$ cat src/rtl/node_point_collector_pkg.sv
// rtl/node_point_collector_pkg.sv - mailbox addresses, node width and collector state encoding
package node_point_collector_pkg;

    localparam logic [31:0] START_ADDR = 32'h0200_0000;
    localparam logic [31:0] END_ADDR   = 32'h0200_0004;
    localparam logic [31:0] NODE_ADDR  = 32'h0200_0008;
    localparam logic [31:0] DONE_ADDR  = 32'h0200_000C;
    localparam int          NODE_W     = 5;

    typedef enum logic [1:0] {
        IDLE    = 2'd0,
        COLLECT = 2'd1,
        DONE    = 2'd2
    } state_t;

endpackage

$ cat src/rtl/node_point_collector_fifo.sv
// rtl/node_point_collector_fifo.sv - first-word-fall-through node FIFO with occupancy count
module node_fifo #(
    parameter int DEPTH = 16,
    parameter int WIDTH = 5
) (
    input  logic                     clk,
    input  logic                     reset,
    input  logic                     push,
    input  logic                     pop,
    input  logic [WIDTH-1:0]         wr_data,
    output logic [WIDTH-1:0]         rd_data,
    output logic                     valid,
    output logic [$clog2(DEPTH):0]   count
);

    localparam int AW = $clog2(DEPTH);
    localparam logic [AW:0] FULL_COUNT = (AW+1)'(DEPTH);

    logic [WIDTH-1:0] mem [DEPTH];
    logic [AW-1:0]    wr_ptr;
    logic [AW-1:0]    rd_ptr;
    logic             full;
    logic             do_push;
    logic             do_pop;

    assign valid   = (count != '0);
    assign full    = (count == FULL_COUNT);
    assign do_pop  = pop && valid;
    // A full FIFO still accepts a push when the head leaves on the same edge.
    assign do_push = push && (!full || do_pop);
    assign rd_data = valid ? mem[rd_ptr] : '0;

    always_ff @(posedge clk) begin
        if (do_push) begin
            mem[wr_ptr] <= wr_data;
        end
    end

    always_ff @(posedge clk) begin
        if (reset) begin
            wr_ptr <= '0;
            rd_ptr <= '0;
            count  <= '0;
        end else begin
            if (do_push) begin
                wr_ptr <= wr_ptr + 1'b1;
            end
            if (do_pop) begin
                rd_ptr <= rd_ptr + 1'b1;
            end
            case ({do_push, do_pop})
                2'b10:   count <= count + 1'b1;
                2'b01:   count <= count - 1'b1;
                default: count <= count;
            endcase
        end
    end

endmodule

$ cat src/rtl/node_point_collector.sv
// rtl/node_point_collector.sv - decodes CPU mailbox writes into a node FIFO and tracks path completion
module node_point_collector #(
    parameter int          DEPTH     = 16,
    parameter int          NODE_W    = node_point_collector_pkg::NODE_W,
    parameter logic [31:0] NODE_ADDR = node_point_collector_pkg::NODE_ADDR,
    parameter logic [31:0] DONE_ADDR = node_point_collector_pkg::DONE_ADDR
) (
    input  logic                     clk,
    input  logic                     reset,
    input  logic                     MemWrite,
    input  logic [31:0]              DataAdr,
    input  logic [31:0]              WriteData,
    output logic                     node_valid,
    output logic [NODE_W-1:0]        node_data,
    input  logic                     node_ready,
    output logic [$clog2(DEPTH):0]   node_count,
    output logic                     path_done,
    output logic                     overflow,
    output logic                     bad_node
);

    import node_point_collector_pkg::*;

    localparam int CW = $clog2(DEPTH) + 1;
    localparam logic [CW-1:0] FULL_COUNT = CW'(DEPTH);

    state_t state;
    logic   node_wr;
    logic   done_wr;
    logic   upper_set;
    logic   push;
    logic   full;

    assign node_wr   = MemWrite && (DataAdr == NODE_ADDR);
    assign done_wr   = MemWrite && (DataAdr == DONE_ADDR) && (WriteData == 32'd1);
    assign upper_set = |WriteData[31:NODE_W];
    assign push      = node_wr && (state != DONE);
    assign full      = (node_count == FULL_COUNT);
    assign path_done = (state == DONE);

    node_fifo #(
        .DEPTH (DEPTH),
        .WIDTH (NODE_W)
    ) u_fifo (
        .clk     (clk),
        .reset   (reset),
        .push    (push),
        .pop     (node_ready),
        .wr_data (WriteData[NODE_W-1:0]),
        .rd_data (node_data),
        .valid   (node_valid),
        .count   (node_count)
    );

    always_ff @(posedge clk) begin
        if (reset) begin
            state    <= IDLE;
            overflow <= 1'b0;
            bad_node <= 1'b0;
        end else begin
            case (state)
                IDLE: begin
                    if (done_wr) begin
                        state <= DONE;
                    end else if (node_wr) begin
                        state <= COLLECT;
                    end
                end
                COLLECT: begin
                    if (done_wr) begin
                        state <= DONE;
                    end
                end
                default: state <= DONE;
            endcase
            if (push && full && !(node_ready && node_valid)) begin
                overflow <= 1'b1;
            end
            // Nodes after completion are dropped and flagged like malformed ones.
            if (node_wr && (upper_set || state == DONE)) begin
                bad_node <= 1'b1;
            end
        end
    end

endmodule

$ cat config.mk
export PLATFORM = sky130hd
export DESIGN_NAME = node_point_collector
export DESIGN_NICKNAME = d
export VERILOG_FILES = /design/src/rtl/node_point_collector_pkg.sv /design/src/rtl/node_point_collector_fifo.sv /design/src/rtl/node_point_collector.sv
export SDC_FILE = /design/constraint.sdc
export NUM_CORES = 1
export LEC_CHECK = 0
export ABC_AREA = 1
export CAP_MARGIN = 30
export CORE_MARGIN = 3
export CORE_UTILIZATION = 52
export DETAILED_ROUTE_END_ITERATION = 12
export PLACE_DENSITY = 0.77
export SLEW_MARGIN = 20
export SYNTH_ARGS = -nofsm -noshare
export SYNTH_HDL_FRONTEND = slang
export SYNTH_SLANG_ARGS = --single-unit
$ cat constraint.sdc
create_clock -name clk -period 3.1 [get_ports clk]
set_input_delay 0.465 -clock clk [delete_from_list [all_inputs] [get_ports clk]]
set_output_delay 0.465 -clock clk [all_outputs]
set_load 0.05 [all_outputs]
==> flow_summary.toml, run 1 <==
[setup_path]
cp.required_ns = 2.63
arrival_ns = 2.44
path_class = "reg -> out"
setup.worst_path.end_class = "primary output"
r2r_cells = 15
worst_setup_path_start_kind = "register"
crit_fanout = 20
r2r_start = "u_fifo.count[0]"

[placement]
dp_hpwl_um = 7730
io_buffers = 81
place_worst_setup_slack_ns = 0.161
place_congestion = 0.897
dp.cells = 626

[synth]
synth-seq-cells = 101
syn-num-nets = 519
synth-seq-area-share = 0.619
avgSynthCellArea_um2 = 10.3
yosysWarnings = 0
synthCells = 442
synth.distinct_cells = 36
synthesis.area_mm2 = 0.00456

[detailed_routing]
drt-initial-drc-count = 241
first_pass_iters = 5
wl_per_cell_um = 16.6
finalWirelength_um = 10600
drc = 0
num_vias = 3560
ant_nets = 0
vias_per_cell = 5.55

[clocking]
clkSlewWorstSetupHoldPaths_ns = 0.08
cts_buffer_depth = 2
cts_tree = "done"
cts_hold_buf = 0
cts_max_level = 3
root_buffer = "clkbuf_8"
post_cts_resized = 0
cts_setup_buffers = 0
cts_buffers = 9
numClockSinks = 101
worstSkewPairLatency_ns = 0.35

[final_layout]
layout_common_cells = "103 x nor2_1, 80 x edfxtp_1, 76 x clkdlybuf4s50_1"
layout.nets = 609
antenna_cells = 0
drive_gt1_frac = 0.0894
fillers = 626
multi_input_area_mm2 = 0.00154
seqCellArea_mm2 = 0.00282
syn_to_final_growth_pct = 25.7
final_cells = 642
final_common_cell = "nor2_1"

[floorplanning]
die_x_um = 99.7
io_pins = 82
fp.dieH_um = 99.7
initial_utilization = 0.544
die_area_mm2 = 0.00994
rows = 33
core_mm2 = 0.00838

[grt]
grt.overflow.total = 0
grt_max_degree = 41
grt_pass1_wl_um = 17100
grt_pass1_vias = 3553
grtUsageTotal = 0.221
antenna_found_initial = 0

[power]
switchingPower_w = 0.00151
p_per_area_mw_per_mm2 = 698
ir_worst_vdd_mv = 0.655
power_leakage_nw = 2.02
sw_frac_of_total = 0.378
power_frac_seq = 0.390
comb_power_share = 0.396
p_int_w = 0.00249
pwr-share-clk = 0.214

[sta]
tightest_slew_ns = 0.627
setup_ws_ns = 0.200
rsz0062_at_grt = "no"
fin_tns_setup_ns = 0
clock.fmax_mhz = 345
setup_violations = 0
fin_skew_ns = 0.0112
drv_slew = 0
post-route-period-util = 0.936
relSlewSlack = 0.581
period_minus_slack_ns = 2.90
hold_violations = 0

[job]
max-cap-violations = 0

[hold_path]
hold_class = "reg -> reg"
min_path_cells = 2
hold_start = "u_fifo.rd_ptr[3]"

[status]
status = "finished, final reports clean"
power by group through the flow:
| stage | logic (W) | clock network (W) | registers, W |
|---|---|---|---|
| 2_1_floorplan | 0.000969 | 0 | 0.00169 |
| 3_3_place_gp | 0.00152 | 0 | 0.00159 |
| 3_5_place_dp | 0.00157 | 0 | 0.00159 |
| 4_1_cts | 0.00158 | 0.000870 | 0.00156 |
| 5_1_grt | 0.00172 | 0.000922 | 0.00157 |
| 6_report | 0.00158 | 0.000859 | 0.00156 |
through the flow:
stage	util	total power, W	hold WS (ns)	cell area, um2
after detailed placement	0.659	0.00317	0.465	5520
after CTS	0.684	0.00401	0.478	5740
after floorplan	-	0.00265	0.436	4560
after global routing	0.684	0.00421	0.523	5740
final	0.684	0.00401	0.483	5740
after global placement	0.659	0.00312	0.453	5520
logic make-up (layout without fill, tap and decap cells):
| kind of cell | count (synthesis) | after routing | synth area share |
|---|---|---|---|
| AOI/OAI and AO/OA | 90 | 90 | 0.113 |
| xor gates and xnor gates | 3 | 3 | 0.00576 |
| adders and majority gates | 9 | 9 | 0.0263 |
| buffers and inverters | 51 | 146 | 0.0436 |
| DFF | 101 | 101 | 0.619 |
| and+or+nand+nor | 188 | 188 | 0.193 |
flip-flops by register name (all words and copies together) (netlist names), named ones only:
register / count
u_fifo.rd_ptr: 4
u_fifo.mem: 80
overflow: 1
state: 2
bad_node: 1
u_fifo.count: 5
u_fifo.wr_ptr: 4
cell type report:
type | instances | share of cell area
timing repair buffer | 93 | 0.155
multi-input combinational | 290 | 0.269
clock buffer | 13 | 0.0297
clock inverter | 3 | 0.00763
inverter | 37 | 0.0242
tap | 105 | 0.0229
sequential | 101 | 0.492
path summary, 6_finish.rpt:
path,endpoint,slack [ns]
worst max-delay path,node_data[4],0.20
worst min-delay path,u_fifo.rd_ptr[3],0.48
worst max register to register,u_fifo.count[4],0.73
worst min register to register,u_fifo.rd_ptr[3],0.48
routing by layer:
layer | up-vias | track usage | routed length, um | share of wire
met4 | 0 | 0.101 | 250 | 0.023
met5 | - | 0 | 0 | 0
li1 | 1728 | - | - | -
met2 | 177 | 0.367 | 5260 | 0.49
met3 | 22 | 0.0519 | 816 | 0.077
met1 | 1633 | 0.274 | 4320 | 0.41
worst max-delay path, cell delays in order, from the launching register on:
cell	delay, ns
dfxtp_1	0.32
buf_4	0.18
inv_1	0.47
o21ai_0	0.20
o22ai_1	0.17
nor2_1	0.07
nor2_1	0.12
o21ai_0	0.16
a21oi_1	0.17
buf_4	0.22
synth_stat cells:
library cell | number | area share
nor3_1 | 4 | 0.0044
nor2_8 | 1 | 0.0044
fa_1 | 1 | 0.0044
nand4_1 | 3 | 0.0041
o221ai_1 | 12 | 0.023
inv_2 | 3 | 0.0025
nor4_1 | 3 | 0.0041
a21oi_2 | 1 | 0.0019
ha_1 | 8 | 0.022
buf_6 | 1 | 0.0025
edfxtp_1 | 80 | 0.53
or2_2 | 2 | 0.0027
inv_1 | 32 | 0.026
nand3_4 | 1 | 0.0038
xor2_1 | 3 | 0.0058
o22ai_1 | 8 | 0.011
nor2_1 | 103 | 0.085
nand2_4 | 1 | 0.0025
nand3_1 | 23 | 0.025
nand4_4 | 1 | 0.0047
nor3_4 | 1 | 0.0036
nand2_2 | 2 | 0.0027
o21bai_1 | 1 | 0.0016
clkbuf_1 | 13 | 0.011
dfxtp_1 | 21 | 0.092
o21a_1 | 1 | 0.0016
nand2_1 | 37 | 0.030
o21ai_1 | 1 | 0.0011
nand2_8 | 1 | 0.0044
nor2_4 | 3 | 0.0074
o21ai_0 | 49 | 0.054
nor4b_1 | 1 | 0.0019
nand3b_1 | 1 | 0.0016
a31oi_1 | 1 | 0.0014
a21oi_1 | 16 | 0.018
clkinv_1 | 2 | 0.0016
Power figures use the tool's default switching activity.
==> run 2, diff against run 1 <==
Settings changed: CELL_PAD_IN_SITES_DETAIL_PLACEMENT set to 2, CELL_PAD_IN_SITES_GLOBAL_PLACEMENT set to 2, CORE_UTILIZATION 52 to 32, SYNTH_HIERARCHICAL set to 1.
==> run 2 against run 1 <==
Net effect:
- via count grew 14%
- register-to-register slack got worse by 0.07 ns
- clock skew is 0.0047 ns lower
- die area up 68%
- highest routed layer unchanged
- cell count increased by 28%
- critical path type is now in -> reg
- flip-flop and latch count is the same
- sequential power fell by 6%
- setup slack gained 0.17 ns
- first-iteration DRC count down 6.6%
- power shrank 30%
==> flow_summary.toml, run 2 <==
[hold_path]
hold_end = "bad_node"
hold_class = "reg -> reg"
min_path_cells = 2
hold_start = "bad_node"

[setup_path]
crit_top_cell = "nand2_1"
arrival_ns = 2.97
slowest_delay_ns = 0.42
r2r_end = "u_fifo/count[4]"
r2r_start = "u_fifo/count[0]"
path_class = "in -> reg"
crit_fanout = 4
cp_num_buf_inv = 4
setup.worst_path.end_class = "register"
crit_slowest_cell = "fa_1"
regToRegSetupSlack_ns = 0.66
crit_family = "simple AND/OR/NAND/NOR gates"
cp.required_ns = 3.34
worst_setup_path_start_kind = "primary input"
worstPathCellList = "clkdlybuf4s50_1 -> nor2_1 -> nand2_1 -> nor2_2 -> inv_1 -> nor2_2 -> nand2_1 -> nor2_2 -> inv_1 -> nand2_4 -> inv_1 -> fa_1 -> nand2_1 -> nand2_1 -> a21oi_1 -> nand2_1 -> nand2_1 -> nand3_1 -> nand2_1 -> nor2_1"
r2r_cells = 15

[synth]
synthCells = 535
syn-num-nets = 612
synth.most_common_cell = "nand2_1"
avgSynthCellArea_um2 = 9.05
yosysWarnings = 6
synth-adder-area-share = 0.0248
yosys.area_share.simple = 0.294
synth-seq-area-share = 0.583
muxShareOfSynthArea = 0
synth_flop_cell = "edfxtp_1"
async_flop_share = 0
synth_commonest_cells = "161 x nand2_1, 80 x edfxtp_1, 79 x nand3_1, 48 x inv_1, 48 x nor2_1"
synth-seq-cells = 101
synth_top_family_by_area = "simple AND/OR/NAND/NOR gates"
synth_top_cell_area_share = 0.496
synthesis.area_mm2 = 0.00484
synth_compound_area_frac = 0.0261
yosys.area.top_type = "edfxtp_1"
synth.distinct_cells = 31
synth_xor_area_frac = 0.00724
ys_top_cells_by_area = "edfxtp_1 50%, nand2_1 12%, dfxtp_1 8.7%, nand3_1 8.2%, inv_1 3.7%"
synth_edf_count = 80

[detailed_routing]
ant_nets = 0
drt-initial-drc-count = 225
wl_per_cell_um = 19.0
first_pass_iters = 4
drc = 0
num_vias = 4073
vias_per_cell = 4.94
finalWirelength_um = 15600

[sta]
fin_skew_ns = 0.00652
rsz0062_at_grt = "no"
tightest_slew_ns = 0.766
post-route-period-util = 0.882
drv_slew = 0
clock.fmax_mhz = 366
period_minus_slack_ns = 2.73
setup_violations = 0
hold_ws_ns = 0.451
relSlewSlack = 0.489
hold_violations = 0

[clocking]
post_cts_resized = 0
cts_buffers = 9
numClockSinks = 101
worstSkewPairLatency_ns = 0.35
cts_setup_buffers = 0
cts_max_level = 3
cts_hold_buf = 0
clkSlewWorstSetupHoldPaths_ns = 0.07
cts_buffer_depth = 2
root_buffer = "clkbuf_16"
cts_tree = "done"

[grt]
grt_pass1_vias = 4712
grt.overflow.total = 0
grt_pass1_wl_um = 25000
grt_max_degree = 31
grtUsageTotal = 0.197
antenna_found_initial = 0

[placement]
io_buffers = 81
place_congestion = 0.810
dp_hpwl_um = 11800
place_area_mm2 = 0.00597

[final_layout]
syn_to_final_growth_pct = 29.8
largest_registers = "u_fifo/mem: 80 flops, u_fifo/count: 5 flops"
antenna_cells = 0
final_area_mm2 = 0.00629
layout_common_cells = "161 x nand2_1, 80 x edfxtp_1, 79 x nand3_1"
largest_register_ffs = 80
multi_input_area_mm2 = 0.00171
seqCellArea_mm2 = 0.00282
regMostFlops = "u_fifo/mem"
fillers = 1631
drive_gt1_frac = 0.102
final_common_cell = "nand2_1"
layout.nets = 712

[floorplanning]
rows = 44
die_area_mm2 = 0.0166
die_x_um = 129
initial_utilization = 0.331
fp.dieH_um = 129
io_pins = 82
core_mm2 = 0.0146

[job]
max-cap-violations = 0

[power]
power_leakage_nw = 2.45
ir_worst_vdd_mv = 0.272
p_per_area_mw_per_mm2 = 448

[status]
status = "finished, final reports clean"
==> run 2: cell type report <==
class,count,area share
Timing Repair Buffer,108,0.161
Clock inverter,6,0.0135
Sequential cell,101,0.449
Clock buffer,10,0.0364
Tap cell,184,0.0366
Inverter,53,0.0316
Multi-Input combinational cell,362,0.272
==> run 2: how the worst max path moves through the flow <==
stage	end	cells after the start	slack, ns	startpoint
2_1_floorplan	u_fifo/count[4]	15	0.28	u_fifo/count[0]
3_3_place_gp	u_fifo/count[4]	20	0.07	DataAdr[1]
3_5_place_dp	u_fifo/count[4]	20	-0.09	DataAdr[1]
4_1_cts	u_fifo/count[4]	20	0.28	DataAdr[1]
5_1_grt	u_fifo/count[4]	20	0.02	DataAdr[9]
6_report	u_fifo/count[4]	20	0.37	DataAdr[9]
==> run 2: layer usage <==
layer / track usage / vias up / routed length, um
li1: - / 1965 / -
met4: 0.0488 / 0 / 227
met3: 0.0449 / 17 / 566
met2: 0.377 / 73 / 8500
met1: 0.219 / 2018 / 6330
met5: 0 / - / 0
==> run 2: cell families (layout without fill, tap and decap cells) <==
family	after synthesis	in the layout
and+or+nand+nor	325	325
DFF	101	101
buffers and inverters	72	177
AOI/OAI and AO/OA	24	24
adders and majority gates	9	9
xor gates and xnor gates	4	4
==> run 2: worst reg2reg max path: cells and delay by family (launching register included) <==
| kind | cells | cell delay (ns) |
|---|---|---|
| buffers and inverters | 2 | 0.19 |
| AND/OR/NAND/NOR | 11 | 1.15 |
| AO/OA/AOI/OAI | 1 | 0.16 |
| adder cells (fa/ha/maj) | 1 | 0.42 |
| flip-flops | 1 | 0.40 |
==> run 2: metrics by stage <==
step                      TNS [ns]  utilization  setup slack, ns  power, W  instances
after detailed placement   -0.0949        0.408          -0.0949   0.00164        808
after CTS                        0        0.429            0.281   0.00285        824
final                            0        0.429            0.366   0.00282        824
after global routing             0        0.429           0.0208   0.00292        824
after floorplan                  0            -            0.279   0.00151        535
after global placement           0        0.408           0.0688   0.00163        808
==> run 2: power breakdown <==
part / switching, W / internal [W]
clock: 0.000506 / 0.000707
sequential: 0.000000000000572 / 0.00146
combinational: 0.0000581 / 0.0000882
total: 0.000564 / 0.00225
